--- config.mk ---
export PLATFORM = sky130hd
export DESIGN_NAME = fetch_unit
export DESIGN_NICKNAME = d
export VERILOG_FILES = /design/src/rtl/fetch_unit.sv
export SDC_FILE = /design/constraint.sdc
export NUM_CORES = 1
export LEC_CHECK = 0
export CAP_MARGIN = 10
export CORE_ASPECT_RATIO = 0.9
export CORE_MARGIN = 4
export CORE_UTILIZATION = 65
export CTS_BUF_LIST = sky130_fd_sc_hd__clkbuf_2 sky130_fd_sc_hd__clkbuf_4 sky130_fd_sc_hd__clkbuf_8
export DETAILED_ROUTE_END_ITERATION = 8
export DONT_BUFFER_PORTS = 1
export GPL_ROUTABILITY_DRIVEN = 0
export HOLD_SLACK_MARGIN = 0.1
export PLACE_DENSITY = 0.87
export SYNTH_ARGS = -nofsm -noshare
export SYNTH_HDL_FRONTEND = slang
export SYNTH_SLANG_ARGS = --single-unit
--- constraint.sdc ---
create_clock -name clk -period 3 [get_ports clk]
set_input_delay 0.75 -clock clk [delete_from_list [all_inputs] [get_ports clk]]
set_output_delay 0.75 -clock clk [all_outputs]
set_load 0.01 [all_outputs]
--- src/rtl/fetch_unit.sv ---
// Instruction fetch unit: owns the program counter, issues ROM reads with a
// bounded ack wait, and hands each fetched word to the control unit.
module fetch_unit #(
  parameter int unsigned ADDR_W  = 8,
  parameter int unsigned DATA_W  = 16,
  parameter int unsigned TIMEOUT = 15
) (
  input  logic              clk,
  input  logic              rst,
  input  logic              en,
  input  logic              en_pc_pulse,
  input  logic [1:0]        pc_ctrl,
  input  logic [ADDR_W-1:0] offset_addr,
  output logic [ADDR_W-1:0] rom_addr,
  output logic              rom_req,
  input  logic              rom_ack,
  input  logic [DATA_W-1:0] rom_data,
  output logic [DATA_W-1:0] ins,
  output logic              en_in,
  output logic [ADDR_W-1:0] pc,
  output logic              busy,
  output logic              err
);

  localparam int unsigned CNT_W = (TIMEOUT < 2) ? 1 : $clog2(TIMEOUT + 1);
  localparam logic [CNT_W-1:0] CNT_LAST = CNT_W'(TIMEOUT - 1);

  typedef enum logic [1:0] {
    IDLE,
    FETCH,
    VALID,
    WAIT_PC
  } state_t;

  typedef enum logic [1:0] {
    PC_HOLD = 2'b00,
    PC_INC  = 2'b01,
    PC_JMP  = 2'b10,
    PC_REL  = 2'b11
  } pc_sel_t;

  state_t            state;
  logic [CNT_W-1:0]  wait_cnt;
  logic [ADDR_W-1:0] pc_next;

  assign rom_addr = pc;

  // Relative branches add the offset modulo 2^ADDR_W, which is the same as a
  // signed add of a two's-complement offset.
  always_comb begin
    pc_next = pc;
    case (pc_sel_t'(pc_ctrl))
      PC_HOLD: pc_next = pc;
      PC_INC:  pc_next = pc + ADDR_W'(1);
      PC_JMP:  pc_next = offset_addr;
      PC_REL:  pc_next = pc + offset_addr;
      default: pc_next = pc;
    endcase
  end

  always_ff @(posedge clk) begin
    if (rst) begin
      state    <= IDLE;
      pc       <= '0;
      ins      <= '0;
      en_in    <= 1'b0;
      rom_req  <= 1'b0;
      busy     <= 1'b0;
      err      <= 1'b0;
      wait_cnt <= '0;
    end else begin
      case (state)
        IDLE: begin
          en_in <= 1'b0;
          if (en) begin
            state    <= FETCH;
            rom_req  <= 1'b1;
            busy     <= 1'b1;
            wait_cnt <= '0;
          end
        end

        // An ack in the last allowed cycle wins over the timeout.
        FETCH: begin
          if (rom_ack) begin
            ins     <= rom_data;
            en_in   <= 1'b1;
            rom_req <= 1'b0;
            state   <= VALID;
          end else if (wait_cnt == CNT_LAST) begin
            wait_cnt <= wait_cnt + CNT_W'(1);
            err      <= 1'b1;
            rom_req  <= 1'b0;
            busy     <= 1'b0;
            state    <= IDLE;
          end else begin
            wait_cnt <= wait_cnt + CNT_W'(1);
          end
        end

        VALID: begin
          en_in <= 1'b0;
          state <= WAIT_PC;
        end

        WAIT_PC: begin
          if (en_pc_pulse) begin
            pc <= pc_next;
            if (en) begin
              state    <= FETCH;
              rom_req  <= 1'b1;
              wait_cnt <= '0;
            end else begin
              state <= IDLE;
              busy  <= 1'b0;
            end
          end
        end

        default: begin
          state   <= IDLE;
          rom_req <= 1'b0;
          en_in   <= 1'b0;
          busy    <= 1'b0;
        end
      endcase
    end
  end

endmodule

==> results_dict.tcl, run 1 <==
set metrics [dict create \
    grt_pass1_wl_mm 6.85 \
    slew_violations 0 \
    rsz0062_at_grt "no" \
    slowest_stage "dfxtp_1" \
    setup_viol 0 \
    cts_setup_buffers 0 \
    first_global_vias 1567 \
    wire_per_inst_um 17.0 \
    drc_errors 0 \
    synth_cells 233 \
    row_count 17 \
    final_layout_size_suffix_gt1_share_pct 5.45 \
    crit_fanout 4 \
    async_flop_share_pct 0 \
    ant_nets 0 \
    fin_ws_ps 785 \
    areaGrowthSynthToFinish_pct -0.344 \
    cts_resized 0 \
    timing.setup.tns_ps 0 \
    grt-ovfl-total 0 \
    synth_top_area_share_pct 37.5 \
    dr.first_iter.drc_count 94 \
    vdd.ir_drop.worst_uv 336 \
    synth-seq-cells 34 \
    drt_pre_antenna_iters 4 \
    syn_nets 274 \
    status "finished, final reports clean" \
    yosys_warnings 0 \
    cp.required_ps 3260 \
    synthMuxAreaShare_pct 0 \
    grt_max_degree 31 \
    synth_fa_ha_area_share_pct 7.31 \
    hpwl_mm 3.16 \
    ys_top_cells_by_area "dfxtp_1 (37%), nand2_1 (9.5%), a21oi_1 (8.8%)" \
    cp_cell_sequence "ha_1 -> inv_1 -> fa_1 -> and2b_1 -> o21ai_0 -> a21oi_1 -> nor2_1 -> xor2_1 -> a311oi_1" \
    synth_top_family_by_area "compound AO/OA/AOI/OAI gates" \
    power_density_mw_per_mm2 507 \
    synth_ff_type "dfxtp_1" \
    cap_violations 0 \
    holdBufCountCts 0 \
    start_util_pct 71.1 \
    vias 1611 \
    diodes 0 \
    synth_compound_area_share_pct 22.7 \
    core_area_sq_mm 0.00255 \
    leakage_nw 0.674 \
    dpl_cell_area_sq_mm 0.00173 \
    fin_crit_sh_pct 73.8 \
    fin_area_sq_mm 0.00181 \
    clock_sinks 34 \
    fmax_mhz 451 \
    synth_xor_area_share_pct 2.41 \
    final_core_util_pct 70.9 \
    synth.largest_area_cell "dfxtp_1" \
    die_w_um 63.7 \
    pin_count 67 \
    die_y_um 58.1 \
    hold_path.class "in -> reg" \
    finClkSkew_ps 13.2 \
    cp.arrival_ps 2480 \
    avgViaCountPerCell 6.50 \
    clk_pin_slew_ps 110 \
    antenna_found_initial 0 \
    avgSynthCellArea_sq_um 7.79 \
    critPathLaunchType "flip-flop" \
    yosysSeqAreaShare_pct 37.5 \
    clk_latency_ps 350 \
    dp_slack_ps 515 \
    numCtsBuffers 5 \
    post-route-min-period_ps 2220 \
    htreeDepth 2 \
    nets 260 \
    yosys.area_share.simple_pct 22.1 \
    synth_area_sq_mm 0.00182 \
    die-area_sq_mm 0.00370 \
    finalPower_uw 918 \
    synth_edf_count 0 \
    cts_max_path_buffers 2 \
    port_buffers 0 \
    synth_cell_types 38 \
    track_usage_pct 23.5 \
    tightest_slew_ps 662 \
    path_class "reg -> reg" \
    wirelength_mm 4.22 \
    slowest_delay_ps 510 \
    hold_viol_final 0 \
    maxSlewHeadroom_pct 55.8 \
    path_buf_inv 1 \
    worstSetupEndpointType "flip-flop" \
    cts-root-buf "clkbuf_4" \
    cts_tree "done" \
    cpLargestDelayFamily "adder cells" \
]
==> report_power, final <==
| group | total (mW) | internal (mW) | switching [mW] |
|---|---|---|---|
| Clock | 0.338 | 0.175 | 0.163 |
| Combinational | 0.0824 | 0.0320 | 0.0503 |
| Sequential | 0.498 | 0.470 | 0.0276 |
==> state kept, by name, summed over array words and instances, names as in the netlist, named ones only <==
| name | cells |
|---|---|
| busy | 1 |
| rom_req | 1 |
| state | 1 |
| err | 1 |
| pc | 8 |
| wait_cnt | 4 |
| ins | 16 |
| en_in | 1 |
==> placed cells by master, fill, tap and decap left out, types with 2 or more instances in the layout <==
cell	synthesis	layout
nand2_1	46	46
dfxtp_1	34	34
a21oi_1	32	32
o21ai_0	16	16
nor2_1	14	14
ha_1	9	9
and3_1	7	7
inv_1	6	6
nor3_1	6	6
clkbuf_4	0	5
nand3_1	4	4
nor2b_1	4	4
xnor2_1	3	3
a31oi_1	3	3
a311oi_1	3	3
a211oi_1	3	3
nand3b_1	2	2
and2b_1	2	2
xor2_1	2	2
clkinvlp_4	0	2
==> worst paths after layout <==
check / end / slack [ps] / cells past startpoint / from
setup / recovery: pc[6]$_SDFFE_PP0P_ / 780 / 9 / pc[0]$_SDFFE_PP0P_
hold / removal: ins[2]$_SDFFE_PP0P_ / 450 / 1 / rst
setup reg to reg: pc[6]$_SDFFE_PP0P_ / 780 / 9 / pc[0]$_SDFFE_PP0P_
hold reg to reg: ins[14]$_SDFFE_PP0P_ / 500 / 2 / ins[14]$_SDFFE_PP0P_
==> cell type report <==
cell class	count	area (sq um)
Tap cell	28	35.0
Clock inverter	3	45.0
Clock buffer	5	37.5
Sequential cell	34	681
Multi-Input combinational cell	172	988
Inverter	6	22.5
Fill cell	208	743
==> per-layer routing <==
layer	track usage [%]	share of wire, %	up-vias
li1	-	-	767
met4	11.1	1.8	0
met2	40.6	49	84
met5	0	0	-
met1	25.3	39	749
met3	9.30	11	11
==> worst register-to-register path: cells and delay by family, from the launching register on <==
kind                     cells  cell delay, ps
AO/OA/AOI/OAI                3             500
XOR/XNOR                     1             140
adder cells (fa/ha/maj)      2             640
buffers and inverters        1              70
flip-flops                   1             510
AND/OR/NAND/NOR              2             290
==> cells in the mapped netlist (2+ instances only) <==
library cell / number
nand2_1: 46
and2b_1: 2
a311oi_1: 3
and3_1: 7
a211oi_1: 3
buf_2: 6
a21oi_1: 32
ha_1: 9
clkbuf_1: 3
o21ai_0: 16
inv_1: 6
buf_1: 2
xor2_1: 2
nor2_1: 14
dfxtp_1: 34
nor3_1: 6
nand3_1: 4
a31oi_1: 3
nor2b_1: 4
buf_4: 10
nand3b_1: 2
xnor2_1: 3
==> metrics by stage <==
step / instances / hold WS, ps
2_1_floorplan: 233 / 472
3_3_place_gp: 240 / 485
3_5_place_dp: 240 / 491
4_1_cts: 248 / 444
5_1_grt: 248 / 430
6_report: 248 / 455
==> logic make-up (layout without fill, tap and decap cells) <==
kind of cell             Yosys count  after routing
flip-flops                        34             34
AND/OR/NAND/NOR                   89             89
XOR/XNOR                           5              5
AO/OA/AOI/OAI                     68             68
adder cells (fa/ha/maj)           10             10
buffers and inverters             27             14
Note: power is estimated with default switching activity, not from simulation.
==> run 2, diff against run 1 <==
clock period = 2.1 ns   (was 3 ns; I/O delays follow)
==> results_dict.tcl, run 2 (synthesis results as in run 1) <==
set metrics [dict create \
    worstSetupEndpointType "flip-flop" \
    hpwl_mm 3.13 \
    areaGrowthSynthToFinish_pct 1.79 \
    start_util_pct 71.1 \
    cts_max_path_buffers 2 \
    grt.met2_usage_pct 39.0 \
    nets 267 \
    final_core_util_pct 72.4 \
    timing.rr.end "pc[6]$_SDFFE_PP0P_" \
    rrSetupSlack_ps 180 \
    avgViaCountPerCell 6.35 \
    vdd.ir_drop.worst_uv 354 \
    dpl_cell_area_sq_mm 0.00178 \
    die_w_um 63.7 \
    slowest_delay_ps 370 \
    cap_violations 0 \
    drt_pre_antenna_iters 4 \
    dp_cells 247 \
    cp.required_ps 2360 \
    cp.arrival_ps 2180 \
    critical_path.endpoint "pc[6]$_SDFFE_PP0P_" \
    row_count 17 \
    finalPower_mw 1.22 \
    cts_tree "done" \
    final_common_cell "nand2_1" \
    core_area_sq_mm 0.00255 \
    grt.busiest_layer "met2" \
    slew_violations 0 \
    diodes 0 \
    timing.setup.tns_ps 0 \
    final_layout_size_suffix_gt1_share_pct 9.69 \
    htreeDepth 2 \
    port_buffers 0 \
    wire_per_inst_um 16.0 \
    setup.worst_path.start "pc[0]$_SDFFE_PP0P_" \
    regMostFlops "ins" \
    ant_nets 0 \
    r2r_start "pc[0]$_SDFFE_PP0P_" \
    hold_viol_final 0 \
    final_cell_count_no_fill 255 \
    numCtsBuffers 5 \
    grt-ovfl-total 0 \
    fin_ws_ps 181 \
    fin_hold_ws_ps 242 \
    wirelength_mm 4.09 \
    slowest_stage "dfxtp_1" \
    rsz0062_at_grt "no" \
    path_class "reg -> reg" \
    setup_viol 0 \
    holdBufCountCts 0 \
    drc_errors 0 \
    die_y_um 58.1 \
    die-area_sq_mm 0.00370 \
    clk_pin_slew_ps 110 \
    fin_area_sq_mm 0.00185 \
    leakage_nw 0.709 \
    first_global_vias 1515 \
    pin_count 67 \
    cts_resized 0 \
    layout_common_cells "nand2_1 (46), dfxtp_1 (34), a21oi_1 (32)" \
    antenna_found_initial 0 \
    critPathLaunchType "flip-flop" \
    fin_crit_sh_pct 91.4 \
    clk_latency_ps 340 \
    crit_fanout 2 \
    cts_setup_buffers 0 \
    cp_cell_sequence "ha_2 -> inv_2 -> fa_2 -> and2b_1 -> o21ai_1 -> a21oi_1 -> nor2_1 -> xor2_1 -> a311oi_1" \
    finClkSkew_ps 6.92 \
    power_density_mw_per_mm2 658 \
    fill_cells 221 \
    vias 1620 \
    post-route-min-period_ps 1920 \
    grtUsageMet1_pct 24.7 \
    grt_max_degree 31 \
    clock_sinks 34 \
    track_usage_pct 22.7 \
    reg_top3 "ins (16), pc (8), wait_cnt (4)" \
    hold_path.class "in -> reg" \
    largest_register_ffs 16 \
    r2r_cells 9 \
    dp_slack_ps -72.6 \
    status "finished, final reports clean" \
    maxSlewHeadroom_pct 58.8 \
    grt_pass1_wl_mm 6.61 \
    dr.first_iter.drc_count 76 \
    fmax_mhz 521 \
    cts-root-buf "clkbuf_4" \
    tightest_slew_ps 616 \
    met3_usage_pct 8.33 \
]
==> run 2: cell type report <==
class	count	area, sq um	area share, %
multi-input combinational	172	993	53.8
sequential	34	681	36.8
timing repair buffer	7	52.6	2.84
clock buffer	6	51.3	2.78
tap	28	35.0	1.90
inverter	6	22.5	1.22
clock inverter	2	12.5	0.677
==> run 2: worst min-delay path by stage <==
stage                              from                  endpoint  slack, ps  cells past startpoint
2_1_floorplan  wait_cnt[3]$_SDFFE_PP0P_  wait_cnt[3]$_SDFFE_PP0P_        470                      2
3_3_place_gp   wait_cnt[3]$_SDFFE_PP0P_  wait_cnt[3]$_SDFFE_PP0P_        480                      2
3_5_place_dp       ins[14]$_SDFFE_PP0P_      ins[14]$_SDFFE_PP0P_        490                      2
4_1_cts                             rst       ins[7]$_SDFFE_PP0P_        230                      1
5_1_grt                             rst      ins[13]$_SDFFE_PP0P_        210                      1
6_report                            rst  wait_cnt[2]$_SDFFE_PP0P_        240                      1
==> run 2: power by group <==
part | switching [mW] | total (mW) | internal [mW]
registers | 0.0367 | 0.708 | 0.672
clock network | 0.223 | 0.384 | 0.161
logic | 0.0746 | 0.123 | 0.0489
total | 0.334 | 1.22 | 0.881
==> run 2: critical path, delay by kind of cell, from the launching register on <==
family | cells | cell delay [ps]
simple gates | 2 | 300
compound gates | 3 | 480
xor+xnor | 1 | 130
buf+inv | 1 | 40
flops | 1 | 370
fa+ha+maj | 2 | 530
==> run 2: metal layers <==
metal / routed length, um / up-vias / part of all wire [%]
li1: - / 780 / -
met1: 1620 / 745 / 40
met2: 1950 / 85 / 48
met3: 432 / 10 / 11
met4: 85 / 0 / 2.1
met5: 0 / - / 0
